===== src/rtl/btn_pkg.sv =====
// Shared definitions for the push-button front end.
// Latency: n/a (types and constants only).
// Backpressure: n/a.
//
// Holds the repeat-FSM state encoding, the default timing constants for the
// 100 MHz board clock, and a helper that sizes counters from their maximum value.
package btn_pkg;

    typedef enum logic [1:0] {
        RPT_IDLE   = 2'd0,
        RPT_DELAY  = 2'd1,
        RPT_REPEAT = 2'd2
    } rpt_state_t;

    localparam int DEF_N_BTN           = 5;
    localparam int DEF_SYNC_STAGES     = 2;
    localparam int DEF_DEBOUNCE_CYCLES = 2**20;   // ~10 ms
    localparam int DEF_REPEAT_DELAY    = 2**25;   // ~335 ms
    localparam int DEF_REPEAT_RATE     = 2**23;   // ~84 ms

    // Bits needed to hold 0..max_count; never narrower than one bit.
    function automatic int cnt_width(input int max_count);
        return (max_count < 1) ? 1 : $clog2(max_count + 1);
    endfunction

endpackage


===== src/rtl/btn_channel.sv =====
// One button channel: synchroniser, debouncer, edge pulses and auto-repeat.
// Latency: input step sampled at edge k shows on btn_level at k+SYNC_STAGES+DEBOUNCE_CYCLES-1.
// Backpressure: none; pulses are single-cycle strobes that the consumer must take.
//
// Ports: clk, rst (async active-low), btn_in (raw pin), repeat_en (sync),
//        btn_level / press_pulse / release_pulse / act_pulse (all registered).
module btn_channel
    import btn_pkg::*;
#(
    parameter int SYNC_STAGES     = DEF_SYNC_STAGES,
    parameter int DEBOUNCE_CYCLES = DEF_DEBOUNCE_CYCLES,
    parameter int REPEAT_DELAY    = DEF_REPEAT_DELAY,
    parameter int REPEAT_RATE     = DEF_REPEAT_RATE
) (
    input  logic clk,
    input  logic rst,
    input  logic btn_in,
    input  logic repeat_en,
    output logic btn_level,
    output logic press_pulse,
    output logic release_pulse,
    output logic act_pulse
);

    if (SYNC_STAGES < 2) begin : g_chk_sync
        $error("btn_channel: SYNC_STAGES must be at least 2");
    end
    if (DEBOUNCE_CYCLES < 1) begin : g_chk_deb
        $error("btn_channel: DEBOUNCE_CYCLES must be at least 1");
    end
    if (REPEAT_DELAY < 1 || REPEAT_RATE < 1) begin : g_chk_rpt
        $error("btn_channel: REPEAT_DELAY and REPEAT_RATE must be at least 1");
    end

    localparam int DB_W   = cnt_width(DEBOUNCE_CYCLES - 1);
    localparam int RP_MAX = (REPEAT_DELAY > REPEAT_RATE) ? REPEAT_DELAY - 1 : REPEAT_RATE - 1;
    localparam int RP_W   = cnt_width(RP_MAX);

    localparam logic [DB_W-1:0] DB_LAST = DB_W'(DEBOUNCE_CYCLES - 1);
    localparam logic [RP_W-1:0] RD_LAST = RP_W'(REPEAT_DELAY - 1);
    localparam logic [RP_W-1:0] RR_LAST = RP_W'(REPEAT_RATE - 1);

    logic [SYNC_STAGES-1:0] sync_q, sync_d;
    logic [DB_W-1:0]        db_cnt_q, db_cnt_d;
    logic                   level_q, level_d;
    logic                   press_q, press_d;
    logic                   release_q, release_d;
    logic                   act_q, act_d;
    rpt_state_t             state_q, state_d;
    logic [RP_W-1:0]        rcnt_q, rcnt_d;
    logic                   sync_s;
    logic                   strobe;

    assign sync_d = {sync_q[SYNC_STAGES-2:0], btn_in};
    assign sync_s = sync_q[SYNC_STAGES-1];

    // Debounce: the level flips only after DEBOUNCE_CYCLES consecutive
    // disagreeing samples; any agreeing sample restarts the count.
    always_comb begin
        db_cnt_d  = db_cnt_q;
        level_d   = level_q;
        press_d   = 1'b0;
        release_d = 1'b0;
        if (sync_s == level_q) begin
            db_cnt_d = '0;
        end else if (db_cnt_q == DB_LAST) begin
            db_cnt_d  = '0;
            level_d   = ~level_q;
            press_d   = ~level_q;
            release_d = level_q;
        end else begin
            db_cnt_d = db_cnt_q + 1'b1;
        end
    end

    // Repeat FSM. It looks at the next level (level_d) so that a release
    // accepted on this edge suppresses a strobe falling due on the same edge,
    // and it leaves IDLE on the same edge the press is accepted so the first
    // strobe lands exactly REPEAT_DELAY edges after press_pulse.
    always_comb begin
        state_d = state_q;
        rcnt_d  = rcnt_q;
        strobe  = 1'b0;
        case (state_q)
            RPT_IDLE: begin
                if (press_d && repeat_en) begin
                    state_d = RPT_DELAY;
                    rcnt_d  = '0;
                end
            end
            RPT_DELAY: begin
                if (!level_d || !repeat_en) begin
                    state_d = RPT_IDLE;
                    rcnt_d  = '0;
                end else if (rcnt_q == RD_LAST) begin
                    strobe  = 1'b1;
                    state_d = RPT_REPEAT;
                    rcnt_d  = '0;
                end else begin
                    rcnt_d = rcnt_q + 1'b1;
                end
            end
            RPT_REPEAT: begin
                if (!level_d || !repeat_en) begin
                    state_d = RPT_IDLE;
                    rcnt_d  = '0;
                end else if (rcnt_q == RR_LAST) begin
                    strobe = 1'b1;
                    rcnt_d = '0;
                end else begin
                    rcnt_d = rcnt_q + 1'b1;
                end
            end
            default: begin
                state_d = RPT_IDLE;
                rcnt_d  = '0;
            end
        endcase
        act_d = press_d | strobe;
    end

    always_ff @(posedge clk or negedge rst) begin
        if (!rst) begin
            sync_q    <= '0;
            db_cnt_q  <= '0;
            level_q   <= 1'b0;
            press_q   <= 1'b0;
            release_q <= 1'b0;
            act_q     <= 1'b0;
            state_q   <= RPT_IDLE;
            rcnt_q    <= '0;
        end else begin
            sync_q    <= sync_d;
            db_cnt_q  <= db_cnt_d;
            level_q   <= level_d;
            press_q   <= press_d;
            release_q <= release_d;
            act_q     <= act_d;
            state_q   <= state_d;
            rcnt_q    <= rcnt_d;
        end
    end

    assign btn_level     = level_q;
    assign press_pulse   = press_q;
    assign release_pulse = release_q;
    assign act_pulse     = act_q;

endmodule


===== src/rtl/button_conditioner.sv =====
// N-channel push-button front end: sync, debounce, press/release pulses, auto-repeat.
// Latency: SYNC_STAGES+DEBOUNCE_CYCLES-1 edges from pin sample to btn_level/press_pulse.
// Backpressure: none; outputs are registered single-cycle strobes per channel.
//
// Ports: clk, rst (async active-low), btn_in[N_BTN] raw pins (1 = pressed),
//        repeat_en[N_BTN], btn_level/press_pulse/release_pulse/act_pulse[N_BTN].
module button_conditioner
    import btn_pkg::*;
#(
    parameter int N_BTN           = DEF_N_BTN,
    parameter int SYNC_STAGES     = DEF_SYNC_STAGES,
    parameter int DEBOUNCE_CYCLES = DEF_DEBOUNCE_CYCLES,
    parameter int REPEAT_DELAY    = DEF_REPEAT_DELAY,
    parameter int REPEAT_RATE     = DEF_REPEAT_RATE
) (
    input  logic             clk,
    input  logic             rst,
    input  logic [N_BTN-1:0] btn_in,
    input  logic [N_BTN-1:0] repeat_en,
    output logic [N_BTN-1:0] btn_level,
    output logic [N_BTN-1:0] press_pulse,
    output logic [N_BTN-1:0] release_pulse,
    output logic [N_BTN-1:0] act_pulse
);

    if (N_BTN < 1) begin : g_chk_n
        $error("button_conditioner: N_BTN must be at least 1");
    end

    for (genvar i = 0; i < N_BTN; i++) begin : g_ch
        btn_channel #(
            .SYNC_STAGES    (SYNC_STAGES),
            .DEBOUNCE_CYCLES(DEBOUNCE_CYCLES),
            .REPEAT_DELAY   (REPEAT_DELAY),
            .REPEAT_RATE    (REPEAT_RATE)
        ) u_ch (
            .clk          (clk),
            .rst          (rst),
            .btn_in       (btn_in[i]),
            .repeat_en    (repeat_en[i]),
            .btn_level    (btn_level[i]),
            .press_pulse  (press_pulse[i]),
            .release_pulse(release_pulse[i]),
            .act_pulse    (act_pulse[i])
        );
    end

endmodule


===== config.mk =====
export PLATFORM = sky130hd
export DESIGN_NAME = button_conditioner
export DESIGN_NICKNAME = d
export VERILOG_FILES = /design/src/rtl/btn_pkg.sv /design/src/rtl/btn_channel.sv /design/src/rtl/button_conditioner.sv
export SDC_FILE = /design/constraint.sdc
export NUM_CORES = 1
export LEC_CHECK = 0
export BUFFER_PORTS_ARGS = -buffer_cell sky130_fd_sc_hd__buf_4
export CORE_MARGIN = 5
export CORE_UTILIZATION = 50
export CTS_BUF_LIST = sky130_fd_sc_hd__clkbuf_8
export DETAILED_ROUTE_END_ITERATION = 16
export GPL_ROUTABILITY_DRIVEN = 0
export PLACE_DENSITY_LB_ADDON = 0.08
export REMOVE_ABC_BUFFERS = 1
export SYNTH_ARGS = -nofsm -noshare
export SYNTH_HDL_FRONTEND = slang
export SYNTH_SLANG_ARGS = --single-unit

===== constraint.sdc =====
create_clock -name clk -period 5.55 [get_ports clk]
set_clock_uncertainty 0.1 [all_clocks]
set_input_delay 0.2775 -clock clk [delete_from_list [all_inputs] [get_ports clk]]
set_output_delay 0.2775 -clock clk [all_outputs]
set_load 0.005 [all_outputs]

======== Yosys cells after proc, flatten, opt, wreduce, memory -nomap -nowiden ========
Cells that the tools add are included.
operators by class
  equal/unequal tests ..................... 45
  mux-type cells .......................... 120
  reduce and logical (&&, ||, !) cells .... 30
  bitwise gates (word level) .............. 10
  add/subtract/negate cells ............... 10
operators with widths
  operator                                                                  number
  25-bit two-way mux                                                        25
  25-bit one-hot mux with 3 select lines                                    5
  20-bit two-way mux                                                        10
  25-bit by 1-bit adder with 25-bit output (second input constant)          5
  25-bit by 23-bit equality test with 1-bit output (second input constant)  5
  25-bit equality test (second input constant)                              5
  20-bit by 1-bit adder with 20-bit output (second input constant)          5
  20-bit equality test (second input constant)                              5
  1-bit two-way mux                                                         50
  2-bit two-way mux                                                         20
  2-bit one-hot mux with 3 select lines                                     5
  2-bit by 1-bit inequality test with 1-bit output (second input constant)  10
  3-bit by 1-bit inequality test with 1-bit output (second input constant)  5
  3-bit AND reduction                                                       5
  2-bit by 1-bit equality test with 1-bit output (second input constant)    5
  2-bit equality test (second input constant)                               5
  1-bit logical NOT                                                         10
  2-bit logical NOT                                                         5
  1-bit one-hot mux with 2 select lines                                     5
  1-bit equality test                                                       5
  1-bit logical AND                                                         5
  1-bit logical OR                                                          5
  1-bit NOT                                                                 5
  1-bit bitwise OR                                                          5
word-level totals
  flip-flop bits (word level) ............. 265
  logic and storage cells ................. 255
  output and inout bits ................... 20
  input bits .............................. 12

======== Logic depth before layout (Yosys ltp) ========
  word-level depth ........................ 8
  mapped depth ............................ 9
  gate-level depth less buffers ........... 8

======== Cells and area by module ========
A second synthesis with hierarchy kept.
second synthesis, totals
  cells, all modules ...................... 1578
  area, all modules ....................... 14884.3 sq um
by module, submodules not included
  module                          sequential area each (sq um)  instances  cells an instance  area each (sq um)
  btn_channel (g_ch[1].u_ch ...)  1326.3                        3          322                3049.2
  btn_channel (g_ch[0].u_ch)      1326.3                        1          308                2876.5
  btn_channel (g_ch[4].u_ch)      1326.3                        1          304                2860.2

======== Worst setup path before layout ========
Ideal clock, no wire load.
  path kind ............................... flip-flop to flip-flop
  start point ............................. reg g_ch[2].u_ch.db_cnt_q[0]
  end point ............................... reg g_ch[2].u_ch.rcnt_q[3]
  cell stages (with the launch flop) ...... 9
  path buffers ............................ 1
  arrival time ............................ 2.156 ns
  path slack .............................. 3.229 ns
  required time ........................... 5.384 ns
  period minus slack after synthesis ...... 2.321 ns
  setup time .............................. 0.066 ns
  cells stage by stage .................... dfrtp_1 ha_1 and4_1 and3_1 a21boi_1 o2111ai_2 nor3_4 buf_4 a22o_1
on the way
  longest elaborated chain between the ends .. 7
  elaborated cells between the ends (all ways) .. 12
  those cells by class .................... 2 x eq/ne; 7 x mux; 3 x reduce/logical
RTL lines
  what                                          RTL line                               RTL
  start, declared                               btn_channel.sv:44                      logic [DB_W-1:0] db_cnt_q, db_cnt_d;
  start signal, assigned                        btn_channel.sv:134                     db_cnt_q <= db_cnt_d;
  20-bit equality test *                        btn_channel.sv:66                      end else if (db_cnt_q == DB_LAST) begin
  1-bit two-way mux                             btn_channel.sv:66
  1-bit two-way mux                             btn_channel.sv:64                      if (sync_s == level_q) begin
  1-bit logical NOT                             btn_channel.sv:92, btn_channel.sv:104
  1-bit logical OR                              btn_channel.sv:92, btn_channel.sv:104
  25-bit two-way mux, on equally long branches  btn_channel.sv:104, btn_channel.sv:92
  25-bit one-hot mux with 3 select lines        btn_channel.sv:84                      case (state_q)
  end signal, assigned                          btn_channel.sv:140                     rcnt_q <= rcnt_d;
  end, declared                                 btn_channel.sv:50                      logic [RP_W-1:0] rcnt_q, rcnt_d;
Every way passes the cells marked *; elsewhere a longest branch is shown, timed or not.
A chain may end at the register's enable or synchronous reset.

======== Final worst setup path ========
  start point ............................. reg g_ch[4].u_ch.db_cnt_q[0]
  end point ............................... reg g_ch[4].u_ch.rcnt_q[22]
on the way
  longest elaborated chain between the ends .. 7
  elaborated cells between the ends (all ways) .. 12
  those cells by class .................... 2 x eq/ne; 7 x mux; 3 x reduce/logical
RTL lines
  what                                          RTL line
  start, declared                               btn_channel.sv:44
  start signal, assigned                        btn_channel.sv:134
  20-bit equality test *                        btn_channel.sv:66
  1-bit two-way mux                             btn_channel.sv:66
  1-bit two-way mux                             btn_channel.sv:64
  1-bit logical NOT                             btn_channel.sv:92, btn_channel.sv:104
  1-bit logical OR                              btn_channel.sv:92, btn_channel.sv:104
  25-bit two-way mux, on equally long branches  btn_channel.sv:104, btn_channel.sv:92
  25-bit one-hot mux with 3 select lines        btn_channel.sv:84
  end signal, assigned                          btn_channel.sv:140
  end, declared                                 btn_channel.sv:50
Marks and branches as above.

==> impl_metrics.yaml <==
run_status:
  outcome: "complete, no violations"
global_route:
  number_of_antenna_violations_at_the_first_check_in_global_routing: 0
  grt_util_met2: 0.296
  overflow: 0
  wire_length_of_the_first_global_routing_pass_mm: 53.0
  grt_max_usage_layer: "met2"
  grt_max_degree: 116
  grt_use_met1: 0.258
  grt_util_all_layers: 0.182
  grt_util_met3: 0.0327
  via_count_of_the_first_global_routing_pass: 11209
synth:
  number_of_synthesized_flops_with_an_enable_pin: 0
  avgSynthCellArea_sq_um: 9.30
  synth_largest_area_cell: "dfrtp_1"
  async_reset_ff_frac: 1.00
  syn_inst: 1588
  post_synth_main_area_contributors: "dfrtp_1 45%, nor2_1 4.3%, xor2_1 4.1%"
  netlist-cell-type-count: 80
  yosysTopAreaCellShare: 0.449
  synth_area_sq_um: 14800
  seq_area_frac_synth: 0.449
  ys_seq_elements: 265
  synth_ff_type: "dfrtp_1"
  synth_warn: 0
place:
  dp_hpwl_mm: 18.9
  placement.io_buffers: 31
  detailed_place.area_sq_um: 15200
routing:
  drt_pre_antenna_iters: 5
  wl_mm: 30.1
  drt_iter0_markers: 636
  final_antenna_net_count: 0
  drt-wirelength-per-cell_um: 14.9
  vias: 11585
  detail_route.drc_violations: 0
  routed_via_density: 5.72
power_and_ir_drop:
  share_clk_of_total_power: 0.478
  cell_internal_pwr_w: 0.00304
  power.share.combinational: 0.022
  seqPwrFrac: 0.500
  power.share.switching: 0.223
  ir_drop_mv: 0.232
  power-per-cell-area_nw_per_um2: 241
  netsw_w: 0.000874
  total_leakage_power_nw: 6.96
  p_total_w: 0.00392
finish:
  final.fill_count: 2643
  finish.net_count: 1639
  insertedDiodeCount: 0
  final_util: 0.552
  final_common_cell: "dfrtp_1"
  mostFrequentLayoutCells: "265 x dfrtp_1, 171 x nor2_1, 145 x nand2_1"
  synthToLayoutAreaGrowth_pct: 9.98
  final_layout_size_suffix_gt1_frac: 0.106
  design_area_sq_um: 16200
floorplanning:
  die_h_um: 182
  die_area_sq_um: 33100
  floorplan.die.width_um: 182
  pin_count: 32
  start_util: 0.502
  fp-row-count: 63
  core-area_sq_um: 29400
hold_path:
  hold_path.class: "in -> reg"
  holdPathEnd: "g_ch[1].u_ch.state_q[0]"
  hp-start: "repeat_en[1]"
  count_of_cells_along_the_worst_hold_path: 4
cts:
  clk_latency_ps: 560
  clkSinkCount: 265
  numCtsBuffers: 47
  resized_gates_after_cts: 0
  max-clock-path-buffers: 3
  path_clk_slew_ps: 60
  htree_levels: 2
  cts.root.buffer_cell: "clkbuf_8"
  cts_setup_buffers: 0
  clock_tree_from_tritoncts: "built"
timing:
  timing.final.crit_period_ps: 2890
  final_min_period_over_clock_period: 0.521
  finalHoldViolCount: 0
  timing.final.setup_violations: 0
  fmaxAchievable_mhz: 346
  finalHoldWorstSlack_ps: 85.9
  max_slew_margin: 0.230
  tns_ps: 0
  grt_setup_unrepaired: "no"
  timing_worst_slew_pin_value_ps: 1160
  drv_slew: 0
job:
  timing.max_cap.violations: 0
worst_setup_path:
  reg2reg_to: "g_ch[4].u_ch.rcnt_q[22]"
  worstReg2RegStart: "g_ch[4].u_ch.db_cnt_q[0]"
  crit_arrival_ps: 3280
  setup.reg_to_reg.worst_slack_ps: 2660
  crit_path_start_kind: "flop"
  setup.worst_path.class: "reg -> reg"
  path_max_fanout: 24
  cp_data_required_time_ps: 5940
  crit_path_end_kind: "flop"
  number_of_cells_traversed_by_the_worst_register_to_register_path: 8
-- synth_stat cells (19+ instances only) --
| master | count |
|---|---|
| ha_1 | 25 |
| and3_1 | 46 |
| buf_2 | 27 |
| nor3_1 | 62 |
| nor2_1 | 171 |
| xor2_1 | 69 |
| xnor2_1 | 36 |
| dfrtp_1 | 265 |
| nand4_1 | 73 |
| o22ai_1 | 20 |
| a221o_1 | 20 |
| clkbuf_1 | 35 |
| buf_4 | 27 |
| a41oi_1 | 35 |
| inv_1 | 61 |
| a21oi_1 | 22 |
| and2_1 | 24 |
| o21ai_0 | 33 |
| o31ai_1 | 24 |
| nand3_1 | 113 |
| a31oi_1 | 26 |
| nand2_1 | 145 |
| and4_1 | 28 |
| a22o_1 | 19 |
-- sequential cells by signal, summed over array words and instances, names as in the netlist --
signal	flops
g_ch.u_ch.act_pulse	5
g_ch.u_ch.btn_level	5
g_ch.u_ch.db_cnt_q	100
g_ch.u_ch.press_pulse	5
g_ch.u_ch.rcnt_q	125
g_ch.u_ch.release_pulse	5
g_ch.u_ch.state_q	10
g_ch.u_ch.sync_q	10
-- kinds of logic (layout without fill, tap and decap cells) --
| kind of cell | count (synthesis) | after routing | synth area share |
|---|---|---|---|
| mux | 13 | 13 | 0.00983 |
| fa+ha+maj | 25 | 25 | 0.0212 |
| buf+inv | 151 | 198 | 0.0476 |
| flops | 265 | 265 | 0.449 |
| xor+xnor | 105 | 105 | 0.0623 |
| simple gates | 764 | 764 | 0.275 |
| compound gates | 265 | 265 | 0.134 |
-- cell type report --
class | count | area (sq um) | area share
repair buffers | 55 | 453 | 0.0279
clock buffers | 61 | 840 | 0.0517
clock inverters | 21 | 145 | 0.00894
well taps | 390 | 488 | 0.0301
multi-input cells | 1172 | 7450 | 0.459
inverters | 61 | 229 | 0.0141
flip-flops and latches | 265 | 6630 | 0.408
-- stage by stage --
stage | setup WS (ps) | std cells
detailed placement | 2660 | 1935
global placement | 2700 | 1935
floorplan | 1950 | 1498
CTS | 2660 | 2025
global route | 2460 | 2025
finish | 2660 | 2025
-- repair_timing --
item,CTS,global route
hold buffers,8,0
endpoints found under the hold margin,122,0
setup endpoints to repair,0,0
-- how the worst max path moves through the flow --
stage	cells past startpoint	end	slack [ps]	start
floorplan	6	g_ch[0].u_ch.state_q[0]	1950	g_ch[0].u_ch.db_cnt_q[2]
global placement	8	g_ch[4].u_ch.rcnt_q[17]	2700	g_ch[4].u_ch.db_cnt_q[0]
detailed placement	8	g_ch[4].u_ch.rcnt_q[16]	2660	g_ch[4].u_ch.db_cnt_q[0]
CTS	8	g_ch[4].u_ch.rcnt_q[22]	2660	g_ch[4].u_ch.db_cnt_q[0]
global route	7	g_ch[4].u_ch.rcnt_q[17]	2460	g_ch[4].u_ch.db_cnt_q[11]
finish	8	g_ch[4].u_ch.rcnt_q[22]	2660	g_ch[4].u_ch.db_cnt_q[0]
-- worst max-delay path, stage by stage (launching register included) --
cell and delay [ps]:
dfrtp_1 360, ha_1 280, nand2_1 130, nor3_4 300, nand2_2 170, mux2_4 450, nor3_2 570, buf_4 300
a221o_1 160
-- routing by layer --
metal	wire, um	vias to the layer above	part of all wire
li1	-	5815	-
met1	15100	5572	0.50
met2	13500	161	0.45
met3	1090	37	0.036
met4	492	0	0.016
met5	0	-	0
-- power groups by stage --
stage | Combinational, W | Clock, W | Sequential (W)
2_1_floorplan | 0.0000288 | 0 | 0.00199
3_3_place_gp | 0.0000876 | 0 | 0.00199
3_5_place_dp | 0.0000880 | 0 | 0.00199
4_1_cts | 0.0000926 | 0.00194 | 0.00196
5_1_grt | 0.000105 | 0.00204 | 0.00196
6_report | 0.0000878 | 0.00187 | 0.00196
Power figures use the tool's default switching activity.
